## config.mk

```make
export PLATFORM = sky130hd
export DESIGN_NAME = hilo_div_sequencer
export DESIGN_NICKNAME = d
export VERILOG_FILES = /design/src/rtl/alu_ctrl_pkg.sv /design/src/rtl/div_cycle_counter.sv /design/src/rtl/hilo_div_sequencer.sv
export SDC_FILE = /design/constraint.sdc
export NUM_CORES = 1
export LEC_CHECK = 0
export CAP_MARGIN = 20
export CORE_UTILIZATION = 39
export DETAILED_ROUTE_END_ITERATION = 10
export PLACE_DENSITY = 0.73
export RECOVER_POWER = 100
export SETUP_SLACK_MARGIN = 0.2
export SYNTH_ARGS = -nofsm -noshare
export SYNTH_HDL_FRONTEND = slang
export SYNTH_SLANG_ARGS = --single-unit
export TNS_END_PERCENT = 10
```

## constraint.sdc

```tcl
create_clock -name clk -period 2.5 [get_ports clk]
set_input_delay 0.5 -clock clk [delete_from_list [all_inputs] [get_ports clk]]
set_output_delay 0.5 -clock clk [all_outputs]
set_load 0.02 [all_outputs]
```

## src/rtl/alu_ctrl_pkg.sv

```systemverilog
// EX-stage control constants shared by the ALU, shifter and HI/LO divide sequencer.
// Holds the R-type funct codes, the divide FSM state encoding and a HI/LO-op decode helper.
package alu_ctrl_pkg;

  localparam logic [5:0] FUNCT_SLL  = 6'b000000;
  localparam logic [5:0] FUNCT_SRL  = 6'b000010;
  localparam logic [5:0] FUNCT_SRA  = 6'b000011;
  localparam logic [5:0] FUNCT_MFHI = 6'b010000;
  localparam logic [5:0] FUNCT_MFLO = 6'b010010;
  localparam logic [5:0] FUNCT_DIVU = 6'b011011;
  localparam logic [5:0] FUNCT_ADD  = 6'b100000;
  localparam logic [5:0] FUNCT_ADDU = 6'b100001;
  localparam logic [5:0] FUNCT_SUB  = 6'b100010;
  localparam logic [5:0] FUNCT_AND  = 6'b100100;
  localparam logic [5:0] FUNCT_OR   = 6'b100101;
  localparam logic [5:0] FUNCT_SLT  = 6'b101010;

  localparam logic [1:0] ST_IDLE = 2'd0;
  localparam logic [1:0] ST_RUN  = 2'd1;
  localparam logic [1:0] ST_DONE = 2'd2;

  function automatic logic isHiloFunct(input logic [5:0] funct);
    return (funct == FUNCT_DIVU) || (funct == FUNCT_MFHI) || (funct == FUNCT_MFLO);
  endfunction

endpackage

```

## src/rtl/div_cycle_counter.sv

```systemverilog
// Loadable down-counter with zero flag; load wins over decrement, saturates at zero.
// Single-cycle update, no flow control.
module div_cycle_counter #(
  parameter int CNT_W = 6
) (
  input  logic             clk,
  input  logic             reset,
  input  logic             load,
  input  logic [CNT_W-1:0] loadValue,
  input  logic             dec,
  output logic [CNT_W-1:0] count,
  output logic             zero
);

  always_ff @(posedge clk) begin
    if (reset) begin
      count <= '0;
    end else if (load) begin
      count <= loadValue;
    end else if (dec && (count != '0)) begin
      count <= count - CNT_W'(1);
    end
  end

  assign zero = (count == '0);

endmodule

```

## src/rtl/hilo_div_sequencer.sv

```systemverilog
// DIVU/HI-LO sequencer: start pulse, DIV_CYCLES run, one-cycle hilo_we; stalls HI/LO ops while busy.
// Optional HILO_DIV_ZERO_SKIP_EN: divide by zero goes straight to the write-back cycle.
module hilo_div_sequencer
  import alu_ctrl_pkg::*;
#(
  parameter int DIV_CYCLES = 32,
  parameter int CNT_W      = 6
) (
  input  logic             clk,
  input  logic             reset,
  input  logic             ex_valid,
  input  logic [5:0]       ex_funct,
  input  logic             divisor_zero,
  output logic             div_start,
  output logic [5:0]       div_signal,
  output logic             hilo_we,
  output logic             stall,
  output logic             busy,
  output logic [CNT_W-1:0] cycles_left
);

  logic [1:0]       state;
  logic [1:0]       stateNext;
  logic             hiloOp;
  logic             divuInEx;
  logic             issue;
  logic             skipRun;
  logic             cntLoad;
  logic             cntZero;
  logic [CNT_W-1:0] cntValue;

  assign hiloOp   = ex_valid && isHiloFunct(ex_funct);
  assign divuInEx = ex_valid && (ex_funct == FUNCT_DIVU);

`ifdef HILO_DIV_ZERO_SKIP_EN
  assign skipRun = divisor_zero;
`else
  logic unusedDivisorZero;
  assign unusedDivisorZero = divisor_zero;
  assign skipRun = 1'b0;
`endif

  // Outputs are held quiet during the reset cycle so nothing launches into an aborted state.
  assign issue   = !reset && (state == ST_IDLE) && divuInEx;
  assign cntLoad = issue && !skipRun;

  div_cycle_counter #(
    .CNT_W(CNT_W)
  ) uCounter (
    .clk      (clk),
    .reset    (reset),
    .load     (cntLoad),
    .loadValue(CNT_W'(DIV_CYCLES - 1)),
    .dec      (state == ST_RUN),
    .count    (cntValue),
    .zero     (cntZero)
  );

  always_comb begin
    stateNext = state;
    case (state)
      ST_IDLE: if (issue) stateNext = skipRun ? ST_DONE : ST_RUN;
      ST_RUN:  if (cntZero) stateNext = ST_DONE;
      ST_DONE: stateNext = ST_IDLE;
      default: stateNext = ST_IDLE;
    endcase
  end

  always_ff @(posedge clk) begin
    if (reset) begin
      state <= ST_IDLE;
    end else begin
      state <= stateNext;
    end
  end

  assign busy        = (state != ST_IDLE);
  assign hilo_we     = (state == ST_DONE);
  assign div_start   = issue;
  assign div_signal  = (issue || (state == ST_RUN)) ? FUNCT_DIVU : 6'b0;
  // HI/LO is only written at the end of DONE, so readers stay frozen through that cycle.
  assign stall       = !reset && busy && hiloOp;
  assign cycles_left = (state == ST_RUN) ? cntValue : '0;

endmodule
```

Yosys cells after proc, flatten, opt, wreduce, memory -nomap -nowiden
Cells that the tools add are included.
- $add $sub $neg: 1
- equality and inequality tests: 7
- multiplexer cells: 7
- reductions and logical operators: 18
- operator list (kind ; count):
    6-bit by 5-bit equality test with 1-bit output (second input constant) ; 3
    5-bit two-way mux ; 3
    1-bit logical AND ; 7
    6-bit zero test ; 1
    6-bit two-way mux ; 1
    6-bit nonzero test ; 1
    6-bit by 1-bit subtractor with 6-bit output (second input constant) ; 1
    2-bit two-way mux ; 2
    2-bit != test (second input constant) ; 2
    2-bit case mux with 2 select lines ; 1
    2-bit nonzero test ; 2
    1-bit logical OR ; 3
    2-bit by 1-bit equality test with 1-bit output (second input constant) ; 1
    2-bit equality test (second input constant) ; 1
    2-bit zero test ; 1
    2-bit AND reduction ; 1
    2-bit OR reduction ; 1
    1-bit zero test ; 1
- register bits after elaboration: 8
- input bits: 10
- output and inout port bits: 16
- logic and storage cells: 36

Longest topological paths before layout
- word-level depth: 5
- gate-level depth with buffers: 7
- mapped depth without buffers: 6

Modules after synthesis
A second synthesis with hierarchy kept.
- cells, all modules: 75
- area total of the unflattened synthesis: 614.3 um^2
- by module, submodules not included (module ; instances ; cells an instance ; area an instance (um^2)):
    div_cycle_counter ; 1 ; 42 ; 371.6
    hilo_div_sequencer ; 1 ; 33 ; 242.7

Worst setup path after synthesis
No wires, ideal clock.
- path type: input port to output port
- start point: in reset
- end point: out div_signal[1]
- arrival: 1.810 ns
- required time: 2.000 ns
- setup slack: 0.190 ns
- stages on the path: 7
- path through: buf_6 nor4b_2 nand2_1 or3_1 buf_2 nand2_1 buf_4
- longest elaborated chain between the ends: 5
- RTL lines (what ; RTL line ; source):
    start: declaration ; hilo_div_sequencer.sv:10 ; input logic reset,
    1-bit zero test ; hilo_div_sequencer.sv:44 ; assign issue = !reset && (state == ST_IDLE) && divuInEx;
    1-bit logical AND (2 in a row) ; hilo_div_sequencer.sv:44 ;
    1-bit logical OR ; hilo_div_sequencer.sv:80 ; assign div_signal = (issue || (state == ST_RUN)) ? FUNCT_DIVU : 6'b0;
    5-bit two-way mux ; hilo_div_sequencer.sv:80 ;
    end: declaration ; hilo_div_sequencer.sv:15 ; output logic [5:0] div_signal,
No other way between the ends.

Worst setup path after layout
- start point: reg state[0]
- end point: out cycles_left[5]
- longest elaborated chain between the ends: 2
- RTL lines (what ; RTL line ; source):
    start: declaration ; hilo_div_sequencer.sv:22 ; logic [1:0] state;
    start signal: assignment ; hilo_div_sequencer.sv:73 ; state <= stateNext;
    2-bit by 1-bit equality test with 1-bit output ; hilo_div_sequencer.sv:83 ; assign cycles_left = (state == ST_RUN) ? cntValue : '0;
    6-bit two-way mux ; hilo_div_sequencer.sv:83 ;
    end: declaration ; hilo_div_sequencer.sv:19 ; output logic [CNT_W-1:0] cycles_left
No other way between the ends.

==> results.py <==
metrics = {
    "outcome": {
        "status": "finished, final reports clean",
    },
    "timing": {
        "final-max-slew-violation-count": 0,
        "post-route-period-util_pct": 92.65,
        "clock_skew_ns": 0.005376,
        "hold_violations": 0,
        "fin_worst_hold_slack_ns": 0.6143,
        "min_period_ns": 2.316,
        "worst_pin_slew_ns": 0.8979,
        "setup_viol": 0,
        "max_freq_mhz": 431.7,
        "timing.max_slew.rel_slack_pct": 39.30,
        "rsz_0062_raised_after_global_routing": "yes",
    },
    "detailed_routing": {
        "detailroute.via_count": 494,
        "drc_errors": 0,
        "wl_um": 1258,
        "routedWlPerCell_um": 12.33,
        "count_of_routing_violations_after_the_opening_detailed_route_iteration": 6,
        "drt_pass1_iterations": 4,
        "routed_via_density": 4.843,
        "route.antenna.remaining_nets": 0,
    },
    "die": {
        "num_rows": 13,
        "io-pin-count": 26,
        "floorplan.die.width_um": 40.38,
        "initial_core_util_pct": 43.06,
        "design.die.area_um2": 1630,
        "core_area_um2": 1334,
        "die_y_um": 40.38,
    },
    "critical_path": {
        "start_kind": "flip-flop",
        "crit-reg2reg-launch": "uCounter.count[0]",
        "setup.worst_path.start": "state[0]",
        "crit_type": "reg2out",
        "worstPathMaxFanout": 5,
        "required_ns": 2.00,
        "critical_path_arrival_ns": 1.82,
        "worstSetupEndpointType": "output port",
    },
    "clock_tree": {
        "number_of_buffers_added_by_the_clock_tree_synthesis_step": 3,
        "cts_root_buffer": "sky130_fd_sc_hd__clkbuf_4",
        "clock_tree.buffer_depth": 2,
        "cts_max_level": 1,
        "clock_insertion_delay_worst_skew_ns": 0.26,
        "clkSinkCount": 8,
        "tritoncts": "built",
        "cts.clk_slew.worst_paths_ns": 0.06,
    },
    "power_and_ir_drop": {
        "total_leakage_power_nw": 0.3864,
        "total_switching_power_mw": 0.06209,
        "p_per_area_nw_per_um2": 321.4,
        "power.sequential.fraction_pct": 49.3,
        "comb_power_share_pct": 10.5,
        "p_sw_share_pct": 23.83,
        "internal-power_mw": 0.1985,
        "max-vdd-ir-drop_mv": 0.1149,
        "clkPwrFrac_pct": 40.2,
    },
    "placement": {
        "detailed_place.area_um2": 792.0,
        "port-buffer-count": 22,
        "place.detailed.hpwl_um": 908.9,
        "place_congestion": 0.7864,
    },
    "hold_path": {
        "hp-class": "reg2reg",
        "hold_path.startpoint": "uCounter.count[5]",
    },
    "global_routing": {
        "grt_util_all_layers_pct": 18.66,
        "grt_pass1_vias": 472,
        "antenna_found_initial": 0,
        "grt-ovfl-total": 0,
        "grt_first_pass_wirelength_um": 2049,
        "grt_max_degree": 10,
    },
    "logic_synthesis": {
        "synth_edf_count": 0,
        "synth_warnings": 0,
        "seq_area_frac_synth_pct": 27.89,
        "async_reset_ff_share_pct": 0,
        "synthCells": 65,
        "syn-mean-instance-area_um2": 8.835,
        "main_synth_ff_type": "sky130_fd_sc_hd__dfxtp_1",
        "yosysTopAreaCell": "sky130_fd_sc_hd__dfxtp_1",
        "synth_register_bits": 8,
        "synth_largest_type_area_fraction_pct": 27.89,
        "synth_area_um2": 574.3,
        "synthDistinctLibCells": 32,
        "synth_area_leaders": "sky130_fd_sc_hd__dfxtp_1, sky130_fd_sc_hd__buf_4, sky130_fd_sc_hd__xnor2_1",
    },
    "cells_and_area": {
        "drive_above_1_share_pct": 18.39,
        "fin_nets": 101,
        "fillCellCount": 125,
        "layout-area-overhead-vs-synth_pct": 41.18,
        "final_area_um2": 810.8,
        "layout.cells.most_common_list": "sky130_fd_sc_hd__dlygate4sd3_1, sky130_fd_sc_hd__dfxtp_1, sky130_fd_sc_hd__a21oi_1, sky130_fd_sc_hd__nor2_1",
        "diodes": 0,
    },
    "run": {
        "drv_cap": 0,
    },
}
## power by group through the flow
stage	clock, mW	sequential [mW]	combinational (mW)
after global placement	0	0.131	0.0268
after detailed placement	0	0.131	0.0271
after floorplan	0	0.131	0.0149
final	0.105	0.128	0.0273
after CTS	0.105	0.129	0.0267
after global routing	0.109	0.128	0.0300
## Yosys cell counts (2+ instances only)
| library cell | n |
|---|---|
| sky130_fd_sc_hd__a21oi_1 | 5 |
| sky130_fd_sc_hd__and2_1 | 4 |
| sky130_fd_sc_hd__buf_4 | 5 |
| sky130_fd_sc_hd__dfxtp_1 | 8 |
| sky130_fd_sc_hd__ha_1 | 2 |
| sky130_fd_sc_hd__inv_1 | 2 |
| sky130_fd_sc_hd__nand2_1 | 3 |
| sky130_fd_sc_hd__nor2_1 | 5 |
| sky130_fd_sc_hd__nor3_1 | 2 |
| sky130_fd_sc_hd__nor4_1 | 2 |
| sky130_fd_sc_hd__nor4b_2 | 2 |
| sky130_fd_sc_hd__or4b_4 | 2 |
| sky130_fd_sc_hd__xnor2_1 | 4 |
## critical path: stages, from the launching register on
cell,delay (ns)
sky130_fd_sc_hd__dfxtp_1,0.34
sky130_fd_sc_hd__buf_4,0.13
sky130_fd_sc_hd__nor2b_1,0.26
sky130_fd_sc_hd__and2_1,0.17
sky130_fd_sc_hd__dlygate4sd3_1,0.66
## repair_timing
item	4_1_cts	5_1_grt
hold buffers	0	0
endpoints found under the setup margin	6	11
gates resized for setup	22	15
pin swaps	0	3
cloned	0	0
setup buffers	0	0
## cell families (layout without fill, tap and decap cells)
logic type	Yosys count	in the layout	synth area share, %
flip-flops	8	8	27.89
AO/OA/AOI/OAI	9	9	9.586
buffers and inverters	11	32	11.98
other	1	2	0.6530
XOR/XNOR	4	4	6.100
AND/OR/NAND/NOR	29	29	37.48
adder cells (fa/ha/maj)	2	2	4.357
multiplexers	1	1	1.961
## flip-flops by register name, indices dropped and copies added, names as in the netlist
name	cells
uCounter.count	6
state	2
## layer usage
layer / up-vias / wire (um) / GRT usage, %
met5: - / 0 / 0
met4: 0 / 0 / 10.00
met2: 19 / 606 / 28.17
li1: 259 / - / -
met1: 216 / 581 / 25.41
met3: 0 / 70 / 2.222
## metrics by stage
step                      cells  power (mW)  TNS, ns  worst slack, ns  util (%)
after global routing        102      0.2671        0          0.08883     60.79
after detailed placement     99      0.1584   -2.082          -0.4286     59.38
after CTS                   102      0.2604        0          0.05930     59.47
final                       102      0.2606        0           0.1837     60.79
after global placement       99      0.1581   -2.030          -0.4111     59.38
after floorplan              66      0.1460        0           0.2849         -
## final timing paths
| check | endpoint | slack (ns) | depth (start not counted) |
|---|---|---|---|
| worst max-delay path | cycles_left[5] | 0.18 | 4 |
| worst min-delay path | uCounter.count[5] | 0.61 | 2 |
| worst max register to register | uCounter.count[1] | 0.48 | 6 |
| worst min register to register | uCounter.count[5] | 0.61 | 2 |
## layout make-up
class | instances | area (um^2) | area share, %
timing repair buffer | 26 | 257.7 | 31.79
clock buffer | 3 | 22.52 | 2.778
tap | 15 | 18.77 | 2.315
multi-input combinational | 47 | 340.3 | 41.98
sequential | 8 | 160.2 | 19.75
inverter | 3 | 11.26 | 1.389
Power figures use the tool's default switching activity.
